--- config.mk ---
export PLATFORM = sky130hd
export DESIGN_NAME = serial_subtractor
export DESIGN_NICKNAME = d
export VERILOG_FILES = /design/src/rtl/serial_sub_pkg.sv /design/src/rtl/full_subtractor.sv /design/src/rtl/serial_subtractor.sv
export SDC_FILE = /design/constraint.sdc
export NUM_CORES = 1
export LEC_CHECK = 0
export ABC_AREA = 1
export BUFFER_PORTS_ARGS = -buffer_cell sky130_fd_sc_hd__buf_2
export CORE_AREA = 10 10 63 65
export CTS_BUF_LIST = sky130_fd_sc_hd__clkbuf_4 sky130_fd_sc_hd__clkbuf_8
export DETAILED_ROUTE_END_ITERATION = 8
export DIE_AREA = 0 0 73 75
export PLACE_DENSITY = 0.58
export SETUP_SLACK_MARGIN = 0.1
export SLEW_MARGIN = 15
export SYNTH_ARGS = -nofsm -noshare
export SYNTH_HDL_FRONTEND = slang
export SYNTH_SLANG_ARGS = --single-unit
--- constraint.sdc ---
create_clock -name clk -period 1.7 [get_ports clk]
set_clock_uncertainty 0.1 [all_clocks]
set_input_delay 0.255 -clock clk [delete_from_list [all_inputs] [get_ports clk]]
set_output_delay 0.255 -clock clk [all_outputs]
set_load 0.05 [all_outputs]
--- src/rtl/serial_sub_pkg.sv ---
// Shared definitions for the bit-serial subtractor: FSM state encodings and
// the counter-width helper used to size the bit counter from WIDTH.
package serial_sub_pkg;

  typedef enum logic [1:0] {
    StIdle = 2'd0,
    StRun  = 2'd1,
    StDone = 2'd2
  } state_e;

  // Bit counter must index 0..width-1; never narrower than one bit.
  function automatic int unsigned cnt_width(input int unsigned width);
    return (width <= 2) ? 1 : $clog2(width);
  endfunction

endpackage

--- src/rtl/full_subtractor.sv ---
// One-bit full subtractor: d = x - y - bin, bout set when a borrow is needed.
module full_subtractor (
  input  logic x,
  input  logic y,
  input  logic bin,
  output logic d,
  output logic bout
);

  assign d    = x ^ y ^ bin;
  assign bout = (~x & y) | (~(x ^ y) & bin);

endmodule

--- src/rtl/serial_subtractor.sv ---
// Bit-serial subtractor: accepts a, b, b_in with a valid/ready handshake,
// processes one bit per cycle LSB first, and presents diff/b_out until the
// consumer takes them.
// Optional build macro SERIAL_SUB_OVF_EN adds a signed-overflow output ovf.
module serial_subtractor
  import serial_sub_pkg::*;
#(
  parameter int unsigned WIDTH = 4
) (
  input  logic             clk,
  input  logic             rst_n,
  input  logic             start_valid,
  output logic             start_ready,
  input  logic [WIDTH-1:0] a,
  input  logic [WIDTH-1:0] b,
  input  logic             b_in,
  output logic [WIDTH-1:0] diff,
  output logic             b_out,
`ifdef SERIAL_SUB_OVF_EN
  output logic             ovf,
`endif
  output logic             done_valid,
  input  logic             done_ready
);

  localparam int unsigned CntW = cnt_width(WIDTH);

  state_e           state_q, state_d;
  logic [WIDTH-1:0] a_q, b_q, res_q;
  logic             br_q;
  logic [CntW-1:0]  cnt_q;
  logic             accept;
  logic             last_bit;
  logic             bit_d;
  logic             bit_bout;

  full_subtractor u_full_subtractor (
    .x    (a_q[0]),
    .y    (b_q[0]),
    .bin  (br_q),
    .d    (bit_d),
    .bout (bit_bout)
  );

  assign accept   = start_valid & start_ready;
  assign last_bit = (cnt_q == CntW'(WIDTH - 1));

  // State register.
  always_ff @(posedge clk or negedge rst_n) begin
    if (!rst_n) begin
      state_q <= StIdle;
    end else begin
      state_q <= state_d;
    end
  end

  // Next-state and handshake outputs; DONE blocks new starts until drained.
  always_comb begin
    state_d     = state_q;
    start_ready = 1'b0;
    done_valid  = 1'b0;
    unique case (state_q)
      StIdle: begin
        start_ready = 1'b1;
        if (start_valid) state_d = StRun;
      end
      StRun: begin
        if (last_bit) state_d = StDone;
      end
      StDone: begin
        done_valid = 1'b1;
        if (done_ready) state_d = StIdle;
      end
      default: state_d = StIdle;
    endcase
  end

  // Operand shifters, borrow chain, bit counter and result capture.
  always_ff @(posedge clk or negedge rst_n) begin
    if (!rst_n) begin
      a_q   <= '0;
      b_q   <= '0;
      res_q <= '0;
      br_q  <= 1'b0;
      cnt_q <= '0;
      diff  <= '0;
      b_out <= 1'b0;
`ifdef SERIAL_SUB_OVF_EN
      ovf   <= 1'b0;
`endif
    end else if (accept) begin
      a_q   <= a;
      b_q   <= b;
      br_q  <= b_in;
      cnt_q <= '0;
    end else if (state_q == StRun) begin
      a_q   <= a_q >> 1;
      b_q   <= b_q >> 1;
      br_q  <= bit_bout;
      cnt_q <= cnt_q + CntW'(1);
      res_q <= {bit_d, res_q[WIDTH-1:1]};
      if (last_bit) begin
        diff  <= {bit_d, res_q[WIDTH-1:1]};
        b_out <= bit_bout;
`ifdef SERIAL_SUB_OVF_EN
        // On the last bit the shifter LSBs hold the original operand MSBs.
        ovf   <= (a_q[0] ^ b_q[0]) & (bit_d ^ a_q[0]);
`endif
      end
    end
  end

endmodule

After elaboration in Yosys (flattened, before gate mapping)

Cells that the tools add are included.
W data, S select, Z words.

Flip-flop bits (word level): 22
Bits of input ports: 13
Output and inout bits: 7
Logic and storage cells: 43

Add/subtract/negate cells: 1
Eq/ne operators: 6
Muxes and demuxes: 14
Bitwise logic cells: 9
Reduce and logical (&&, ||, !) cells: 5

Operators with widths:

| cell                  | number |
|---|---|
| $mux W4               | 4 |
| $mux W2               | 5 |
| $ne A2 B2 Y1 const B  | 3 |
| $pmux W2 S3           | 1 |
| $reduce_and A3 Y1     | 2 |
| $eq A2 B2 Y1 const B  | 2 |
| $mux W1               | 4 |
| $and A1 B1 Y1         | 3 |
| $not A1 Y1            | 3 |
| $add A2 B1 Y2 const B | 1 |
| $eq A2 B1 Y1 const B  | 1 |
| $logic_not A2 Y1      | 1 |
| $reduce_and A2 Y1     | 1 |
| $reduce_bool A2 Y1    | 1 |
| $xor A1 B1 Y1         | 2 |
| $or A1 B1 Y1          | 1 |

Logic depth before layout (Yosys ltp)

Word-level depth: 6
Gate-level depth with buffers: 5
Gate-level depth less buffers: 5

Hierarchy

Synthesis repeated with hierarchy kept, for this count alone.

Cells, all modules: 105
Area, all modules: 934.6 sq um

Modules (own cells, without submodules):

| module            | instances | cells each | area an instance (sq um) | sequential area each (sq um) |
|---|---|---|---|---|
| serial_subtractor | 1         | 101        | 903.4                    | 525.5 |
| full_subtractor   | 1         | 4          | 31.3                     | 0.0 |

Least setup slack after synthesis

OpenSTA, ideal clock, no wires.

Path kind: flip-flop to output port
Start: register state_q[1]
End: output done_valid
Arrival: 1143 ps
Path slack: 202 ps
Stages on the path, launching flop included: 3
Path buffers: 0
Cell sequence: dfrtp_1 -> inv_1 -> nor2_1

Word-level cells in the longest chain between the ends: 2

Ends and longest elaborated chain:

| what                   | RTL line                | text |
|---|---|---|
| from (decl)            | serial_subtractor.sv:28 | `state_e state_q, state_d;` |
| from (signal assigned) | serial_subtractor.sv:51 | `state_q <= StIdle;` |
| from (signal assigned) | serial_subtractor.sv:53 | `state_q <= state_d;` |
| $eq A2 B2 Y1           | serial_subtractor.sv:62 | `unique case (state_q)` |
| $mux W1                | serial_subtractor.sv:62 |  |
| to (decl)              | serial_subtractor.sv:22 | `output logic done_valid,` |

No other way between the ends.

Worst setup path after layout

Same ends and word-level chain as after synthesis.

==> out/results.tsv <==
metric	value	unit
outcome	finished clean	
drtIter0Drc	13	
power	2.184	mW
finalHoldViolations	0	
seq_area_frac_synth	0.5622	
core_area	0.002710	mm²
setup_tns	0	ps
cts_buffers	3	
ys_ff_latch	21	
max_slew.worst_pin.slew	468.5	ps
report.final.setup_viol	0	
synthCells	105	
io_pins	20	
startpoint_type	register	
grt_remaining_overflow	0	
critPathRequiredTime	1340	ps
grt_pass1_wl	3.553	mm
die-area	0.005475	mm²
first_pass_iters	4	
cts-htree-levels	1	
portBuffers	19	
antenna_found_initial	0	
ir_worst_vdd	0.001201	V
vias_per_cell	4.572	
start_util	0.3449	
vias	727	
syn-num-nets	120	
leakage	0.5896	nW
grtUsageTotal	0.08030	
yosys_warnings	0	
slew_viol_final	0	
crit_fanout	4	
grt_max_degree	22	
p_per_area	1962	mW/mm²
gp_congestion	0.7328	
dpl-instance-area	0.001054	mm²
fin_crit_sh	0.8802	
cts_buffer_depth	2	
fin_area	0.001114	mm²
crit_arrival	1140	ps
end_kind	output pin	
diodes	0	
hold_path.class	primary input to register	
rows	19	
cts_tree	built	
rsz0062_at_grt	no	
placed_cells	153	
areaGrowthSynthToFinish	19.14	%
finalCriticalPeriod	1496	ps
die_w	73	µm
max_slew_margin	0.6876	
nets	144	
routed_wl	1.986	mm
critPathKind	register to output pin	
final_cells	159	
drc	0	
place_ws	436.9	ps
avgSynthCellArea	8.901	µm²
ys_types	16	
hpwl	1.453	mm
die_h	75	µm
timing.final.ws_setup	203.7	ps
clkTransAtPathRegs	110	ps
synth_area	934.6	µm²
post_drt_wl_per_cell	12.49	µm
cap_violations	0	
grt_pass1_vias	799	
insertion_delay	300	ps
max_freq	0.6683	GHz
layout-drive-gt1-share	0.2656	
ant_nets	0	
cts_root_buf	clkbuf_4	
clock-sinks	21	
layout make-up:
type	instances	area (µm²)
fillers	287	1597
inverters	7	26.28
multi-input cells	73	355.3
flip-flops and latches	21	526.8
repair buffers	23	136.4
clock buffers	4	30.03
well taps	31	38.79
state kept, by name (all words and copies together), names as in the netlist:
| register | cells |
|---|---|
| a_q | 4 |
| b_out | 1 |
| b_q | 4 |
| br_q | 1 |
| cnt_q | 2 |
| diff | 4 |
| res_q | 3 |
| state_q | 2 |
through the flow:
stage | util | hold slack, ps
floorplan | - | -140.6
global placement | 0.3887 | 136.5
detailed placement | 0.3887 | 140.8
CTS | 0.4044 | 30.63
global route | 0.4109 | 3.164
finish | 0.4109 | 33.60
Yosys cell counts:
master	count	area share
nand2_2	2	0.013
o21ai_0	4	0.021
buf_6	1	0.012
o21ai_2	1	0.0094
inv_2	1	0.0040
buf_4	2	0.016
dfrtp_1	21	0.56
o31ai_1	1	0.0080
buf_1	1	0.0040
nor2_1	2	0.0080
inv_1	6	0.024
nor2_4	2	0.024
ha_1	1	0.013
nand3_1	16	0.086
nand2_1	43	0.17
fa_1	1	0.021
routing by layer:
metal	global-route usage	up-vias	wire length [µm]
li1	-	378	-
met1	0.09336	328	919
met2	0.1328	19	906
met3	0.03942	2	152
met4	0.01266	0	8
met5	0	-	0
where the power goes:
group	total, mW	switching (mW)	internal [mW]	leakage, nW
combinational	1.07	0.726	0.348	0.304
clock	0.257	0.149	0.107	0.0184
sequential	0.854	0.136	0.717	0.267
total	2.18	1.01	1.17	0.590
cell usage in the layout, fill, tap and decap left out:
cell and instances:
nand2_1 43, dfrtp_1 20, buf_2 17, nand3_1 16, inv_1 6, clkbuf_4 5
o21ai_0 4, buf_4 3, nor2_4 2, nand2_2 2, nor2_2 1, nor2_1 1
o21ai_2 1, inv_2 1, o31ai_1 1, fa_1 1, ha_1 1, dlygate4sd3_1 1
buf_6 1, dfrtp_2 1
worst max-delay path, cell delays in order (launching register included):
cell,delay (ps)
dfrtp_1,400
inv_1,110
nor2_1,100
clkbuf_4,230
kinds of logic after synthesis:
family | after synthesis | synth area share
fa+ha+maj | 2 | 0.03480
compound gates | 6 | 0.03883
buf+inv | 11 | 0.06023
flops | 21 | 0.5622
simple gates | 65 | 0.3039
timing repair:
action	4_1_cts	5_1_grt
endpoints found under the hold margin	21	0
buffers inserted	0	1
setup endpoints to repair	1	2
resized for setup	1	4
hold buffers	1	0
final timing paths:
check                      slack (ps)                endpoint                    from  cells after the start
setup / recovery                  200              done_valid  state_q[1]$_DFFE_PN0P_                      3
hold / removal                     30  state_q[1]$_DFFE_PN0P_              done_ready                      2
setup reg to reg                  440     diff[3]$_DFFE_PN0P_      b_q[0]$_DFFE_PN0P_                      4
hold reg to reg                   390      a_q[3]$_DFFE_PN0P_      a_q[3]$_DFFE_PN0P_                      2
max in group asynchronous         840  state_q[0]$_DFFE_PN0P_                   rst_n                      2
min in group asynchronous         320    cnt_q[0]$_DFFE_PN0P_                   rst_n                      2
Power figures use the tool's default switching activity.
